--- config.mk ---
export PLATFORM = sky130hd
export DESIGN_NAME = button_press_classifier
export DESIGN_NICKNAME = d
export VERILOG_FILES = /design/src/rtl/button_press_classifier.sv
export SDC_FILE = /design/constraint.sdc
export NUM_CORES = 1
export LEC_CHECK = 0
export ABC_CLOCK_PERIOD_IN_PS = 3450
export BUFFER_PORTS_ARGS = -buffer_cell sky130_fd_sc_hd__clkbuf_2
export CORE_AREA = 2 2 75 77
export CTS_CLUSTER_SIZE = 10
export DETAILED_ROUTE_END_ITERATION = 6
export DIE_AREA = 0 0 77 79
export GPL_TIMING_DRIVEN = 0
export PLACE_DENSITY_LB_ADDON = 0.15
export REMOVE_ABC_BUFFERS = 1
export SYNTH_ARGS = -nofsm -noshare
export SYNTH_HDL_FRONTEND = slang
export SYNTH_SLANG_ARGS = --single-unit
--- constraint.sdc ---
create_clock -name i_Clk -period 3.45 [get_ports i_Clk]
set_clock_uncertainty 0.15 [all_clocks]
set_input_delay 0.69 -clock i_Clk [delete_from_list [all_inputs] [get_ports i_Clk]]
set_output_delay 0.69 -clock i_Clk [all_outputs]
set_load 0.05 [all_outputs]
--- src/rtl/button_press_classifier.sv ---
// Classifies button activity into short, long and double presses.
// Each class is a one-cycle registered pulse; every pulse bumps an 8-bit event counter.
module button_press_classifier #(
  parameter int unsigned c_LONG_CYCLES = 25000000,
  parameter int unsigned c_GAP_CYCLES  = 6250000
) (
  input  logic       i_Clk,
  input  logic       i_Rst_L,
  input  logic       i_Switch,
  output logic       o_Short,
  output logic       o_Long,
  output logic       o_Double,
  output logic [7:0] o_Event_Count
);

  localparam int unsigned CMAX = (c_LONG_CYCLES > c_GAP_CYCLES) ? c_LONG_CYCLES : c_GAP_CYCLES;
  localparam int unsigned CW   = $clog2(CMAX) + 1;

  localparam logic [CW-1:0] LONG_LAST = CW'(c_LONG_CYCLES - 1);
  localparam logic [CW-1:0] GAP_LAST  = CW'(c_GAP_CYCLES - 1);
  localparam logic [CW-1:0] CNT_ONE   = CW'(1);

  typedef enum logic [1:0] {
    IDLE    = 2'd0,
    PRESS   = 2'd1,
    GAP     = 2'd2,
    RELEASE = 2'd3
  } state_t;

  state_t        state_q, state_d;
  logic [CW-1:0] cnt_q, cnt_d;
  logic          prev_q;
  logic          short_q, short_d;
  logic          long_q, long_d;
  logic          double_q, double_d;
  logic [7:0]    count_q, count_d;

  // prev_q resets high so a button held through reset is not seen as a new press
  always_ff @(posedge i_Clk or negedge i_Rst_L) begin
    if (!i_Rst_L) begin
      state_q  <= IDLE;
      cnt_q    <= '0;
      prev_q   <= 1'b1;
      short_q  <= 1'b0;
      long_q   <= 1'b0;
      double_q <= 1'b0;
      count_q  <= '0;
    end else begin
      state_q  <= state_d;
      cnt_q    <= cnt_d;
      prev_q   <= i_Switch;
      short_q  <= short_d;
      long_q   <= long_d;
      double_q <= double_d;
      count_q  <= count_d;
    end
  end

  always_comb begin
    state_d  = state_q;
    cnt_d    = cnt_q;
    short_d  = 1'b0;
    long_d   = 1'b0;
    double_d = 1'b0;
    unique case (state_q)
      IDLE: begin
        if (i_Switch && !prev_q) begin
          state_d = PRESS;
          cnt_d   = CNT_ONE;
        end
      end
      // release is checked before the long limit, so it wins on the same cycle
      PRESS: begin
        if (!i_Switch) begin
          state_d = GAP;
          cnt_d   = CNT_ONE;
        end else if (cnt_q == LONG_LAST) begin
          long_d  = 1'b1;
          state_d = RELEASE;
        end else begin
          cnt_d = cnt_q + CNT_ONE;
        end
      end
      // a second press wins even when the gap counter is at its limit
      GAP: begin
        if (i_Switch) begin
          double_d = 1'b1;
          state_d  = RELEASE;
        end else if (cnt_q == GAP_LAST) begin
          short_d = 1'b1;
          state_d = IDLE;
        end else begin
          cnt_d = cnt_q + CNT_ONE;
        end
      end
      RELEASE: begin
        if (!i_Switch) begin
          state_d = IDLE;
        end
      end
      default: begin
        state_d = IDLE;
      end
    endcase
  end

  always_comb begin
    count_d = count_q;
    if (short_d || long_d || double_d) begin
      count_d = count_q + 8'd1;
    end
  end

  assign o_Short       = short_q;
  assign o_Long        = long_q;
  assign o_Double      = double_q;
  assign o_Event_Count = count_q;

endmodule

==> results.cfg <==
[setup_path]
cp_slowest_cell = or4_4
worstPathMaxFanout = 31
r2r_setup_slack_ps = 460
timing.rr.start = cnt_q[0]$_DFFE_PN0P_
cpLargestDelayFamily = simple AND/OR/NAND/NOR gates
path_cells = ha_1 > and3_4 > nand4_2 > nor4_2 > or4_4 > nand2b_4 > o41ai_1
start_kind = flop
arrival_ps = 3010
reg2reg_depth = 7
critPathRequiredTime_ps = 3470
max_stage_delay_ps = 690
crit_buf_inv = 0
path_class = flop to flop
cp_num_cells = 7
worst_setup_path_end_kind = flop
crit_path_start = cnt_q[0]$_DFFE_PN0P_

[synth]
synth_seq_cells = 40
synthMostInstantiatedCell = dfrtp_1
ys_seq_area_frac = 0.4408
synthArstFlopShare = 1.000
synthCells = 244
synth_area_leader_cell = dfrtp_1
yosys-top-cells-count = dfrtp_1 (39), o21ai_0 (29), nand2_1 (19), nand3_1 (19), nor2_1 (19)
avgSynthCellArea_um2 = 9.317
ys_warn_count = 0
synth_top_area_frac = 0.4293
synth_area_um2 = 2273
synth_edf_count = 0
synth_top_flop_cell = dfrtp_1
ys_types = 43
yosys-top-cells-area = dfrtp_1 (43%), o21ai_0 (6.4%), o31ai_1 (4.6%), nand3_1 (4.2%), ha_1 (3.3%)

[sta]
relSlewSlack = 0.3112
hold_viol = 0
finalCriticalPeriod_ps = 2988
setup_ws_ps = 461.9
setup_tns_ps = 0
fmax_mhz = 334.7
final_max_slew_viol_count = 0
rsz0062_at_grt = no
tightestPinTransition_ps = 1033
period_share = 0.8661
whs_ps = 320.2
finalSetupViolCount = 0

[run]
cap_viol_max_count = 0

[detailed_routing]
drtIter0Drc = 116
viasPerCell = 5.833
drc = 0
finalWirelength_mm = 4.984
drtPass1Iterations = 4
antenna_left = 0
vias = 1890
wl_per_cell_um = 15.38

[worst_hold_path]
hp-start = o_Event_Count[7]$_DFFE_PN0P_
min_path_cells = 1
hp-class = flop to flop

[clock_tree]
cts_resized = 0
h-tree-depth = 2
cts_setup_buffers = 0
cts_tree = yes
cts_hold_buffers = 0
cts.path.max_buffers = 2
clock-root-buffer = clkbuf_8
cts.sinks = 40
clk_latency_ps = 300
cts_buffers = 5
path_clk_slew_ps = 80

[run_status]
status = finished clean

[place]
dp_hpwl_mm = 3.277
portBuffers = 13
place_inst = 316
gp_congestion = 0.7409
pre_cts_ws_ps = 506.5

[global_route]
grt_pass1_vias = 1766
grt_pass1_wl_mm = 8.521
antenna_found_initial = 0
grt_usage = 0.1756
grt.overflow.total = 0
grt_max_degree = 41

[power]
switching_share = 0.4018
ir_drop_mv = 0.2423
share_comb_of_total_power = 0.388
seqPwrFrac = 0.320
p_per_area_nw_per_um2 = 732.3
p_sw_uw = 741.8
p_clk_frac = 0.291
p_int_uw = 1104
p_leak_uw = 0.001054

[floorplanning]
dieArea_um2 = 6083
io_pins = 14
die_w_um = 77
core_area_um2 = 5338
fp.dieH_um = 79
rows = 27
start_util = 0.4259

[final_layout]
drive_gt1_frac = 0.1349
nets = 260
areaGrowthSynthToFinish_pct = 10.90
instances_no_fill = 324
n_antenna_cell = 0
==> kinds of logic (layout without fill, tap and decap cells) <==
family / count (synthesis) / count (layout) / synth area share
xor+xnor: 7 / 7 / 0.02697
fa+ha+maj: 6 / 6 / 0.03302
flops: 40 / 40 / 0.4408
mux: 1 / 1 / 0.004953
compound gates: 66 / 66 / 0.1965
simple gates: 106 / 106 / 0.2587
buf+inv: 18 / 26 / 0.03907
==> flip-flops by register name, indices dropped and copies added, names as in the netlist <==
name           flops
cnt_q             26
o_Event_Count      8
state_q            2
o_Double           1
o_Long             1
o_Short            1
prev_q             1
==> worst register-to-register path, stage by stage, from the launching register on <==
cell      delay, ps
dfrtp_1         440
ha_1            270
and3_4          220
nand4_2         160
nor4_2           90
or4_4           690
nand2b_4        350
o41ai_1         480
==> final timing paths <==
| kind | end |
|---|---|
| worst max-delay path | cnt_q[8]$_DFFE_PN0P_ |
| max in group asynchronous | cnt_q[16]$_DFFE_PN0P_ |
| worst min-delay path | o_Event_Count[7]$_DFFE_PN0P_ |
| worst max register to register | cnt_q[8]$_DFFE_PN0P_ |
| worst min register to register | o_Event_Count[7]$_DFFE_PN0P_ |
| min in group asynchronous | state_q[0]$_DFFE_PN0P_ |
==> power by group through the flow <==
stage | Clock, uW | Combinational, uW | Sequential, uW
after floorplan | 0 | 424 | 700
after global placement | 0 | 718 | 601
after detailed placement | 0 | 716 | 600
after CTS | 549 | 721 | 590
after global routing | 569 | 797 | 600
final | 538 | 717 | 592
==> area by class of cell <==
cell class	count	area (um^2)
Fill cell	513	2816
Multi-Input combinational cell	186	1186
Sequential cell	40	1002
Clock inverter	3	90.09
Tap cell	72	90.09
Clock buffer	5	68.82
Timing Repair Buffer	13	65.06
Inverter	5	18.77
==> cells in the final DEF (no fill, tap or decap), types with 3 or more instances in the layout <==
cell type  instances
o41ai_2            4
nand2_1           19
and3_1             6
ha_1               6
inv_1              5
dfrtp_1           39
o31ai_1           14
xnor2_1            6
nor2_1            19
nand3_1           19
a31oi_1            6
nand2b_1           3
a21oi_1            5
clkbuf_2          13
bufinv_16          3
o21ai_0           28
nor4b_1            4
nor4_1             4
and2_1             5
nor3_1             3
clkbuf_8           5
nand4_1           11
==> stage by stage <==
stage          power [uW]  utilization  area, um^2
6_report             1846       0.4723        2521
5_1_grt              1967       0.4723        2521
4_1_cts              1860       0.4723        2521
3_5_place_dp         1316       0.4426        2362
3_3_place_gp         1318       0.4419        2359
2_1_floorplan        1124            -        2203
==> routing by layer <==
metal	share of wire	vias to the layer above	track usage
met1	0.49	919	0.2318
met5	0	-	0
li1	-	925	-
met4	0.012	0	0.05893
met2	0.45	39	0.2912
met3	0.041	7	0.03409
Power figures use the tool's default switching activity.
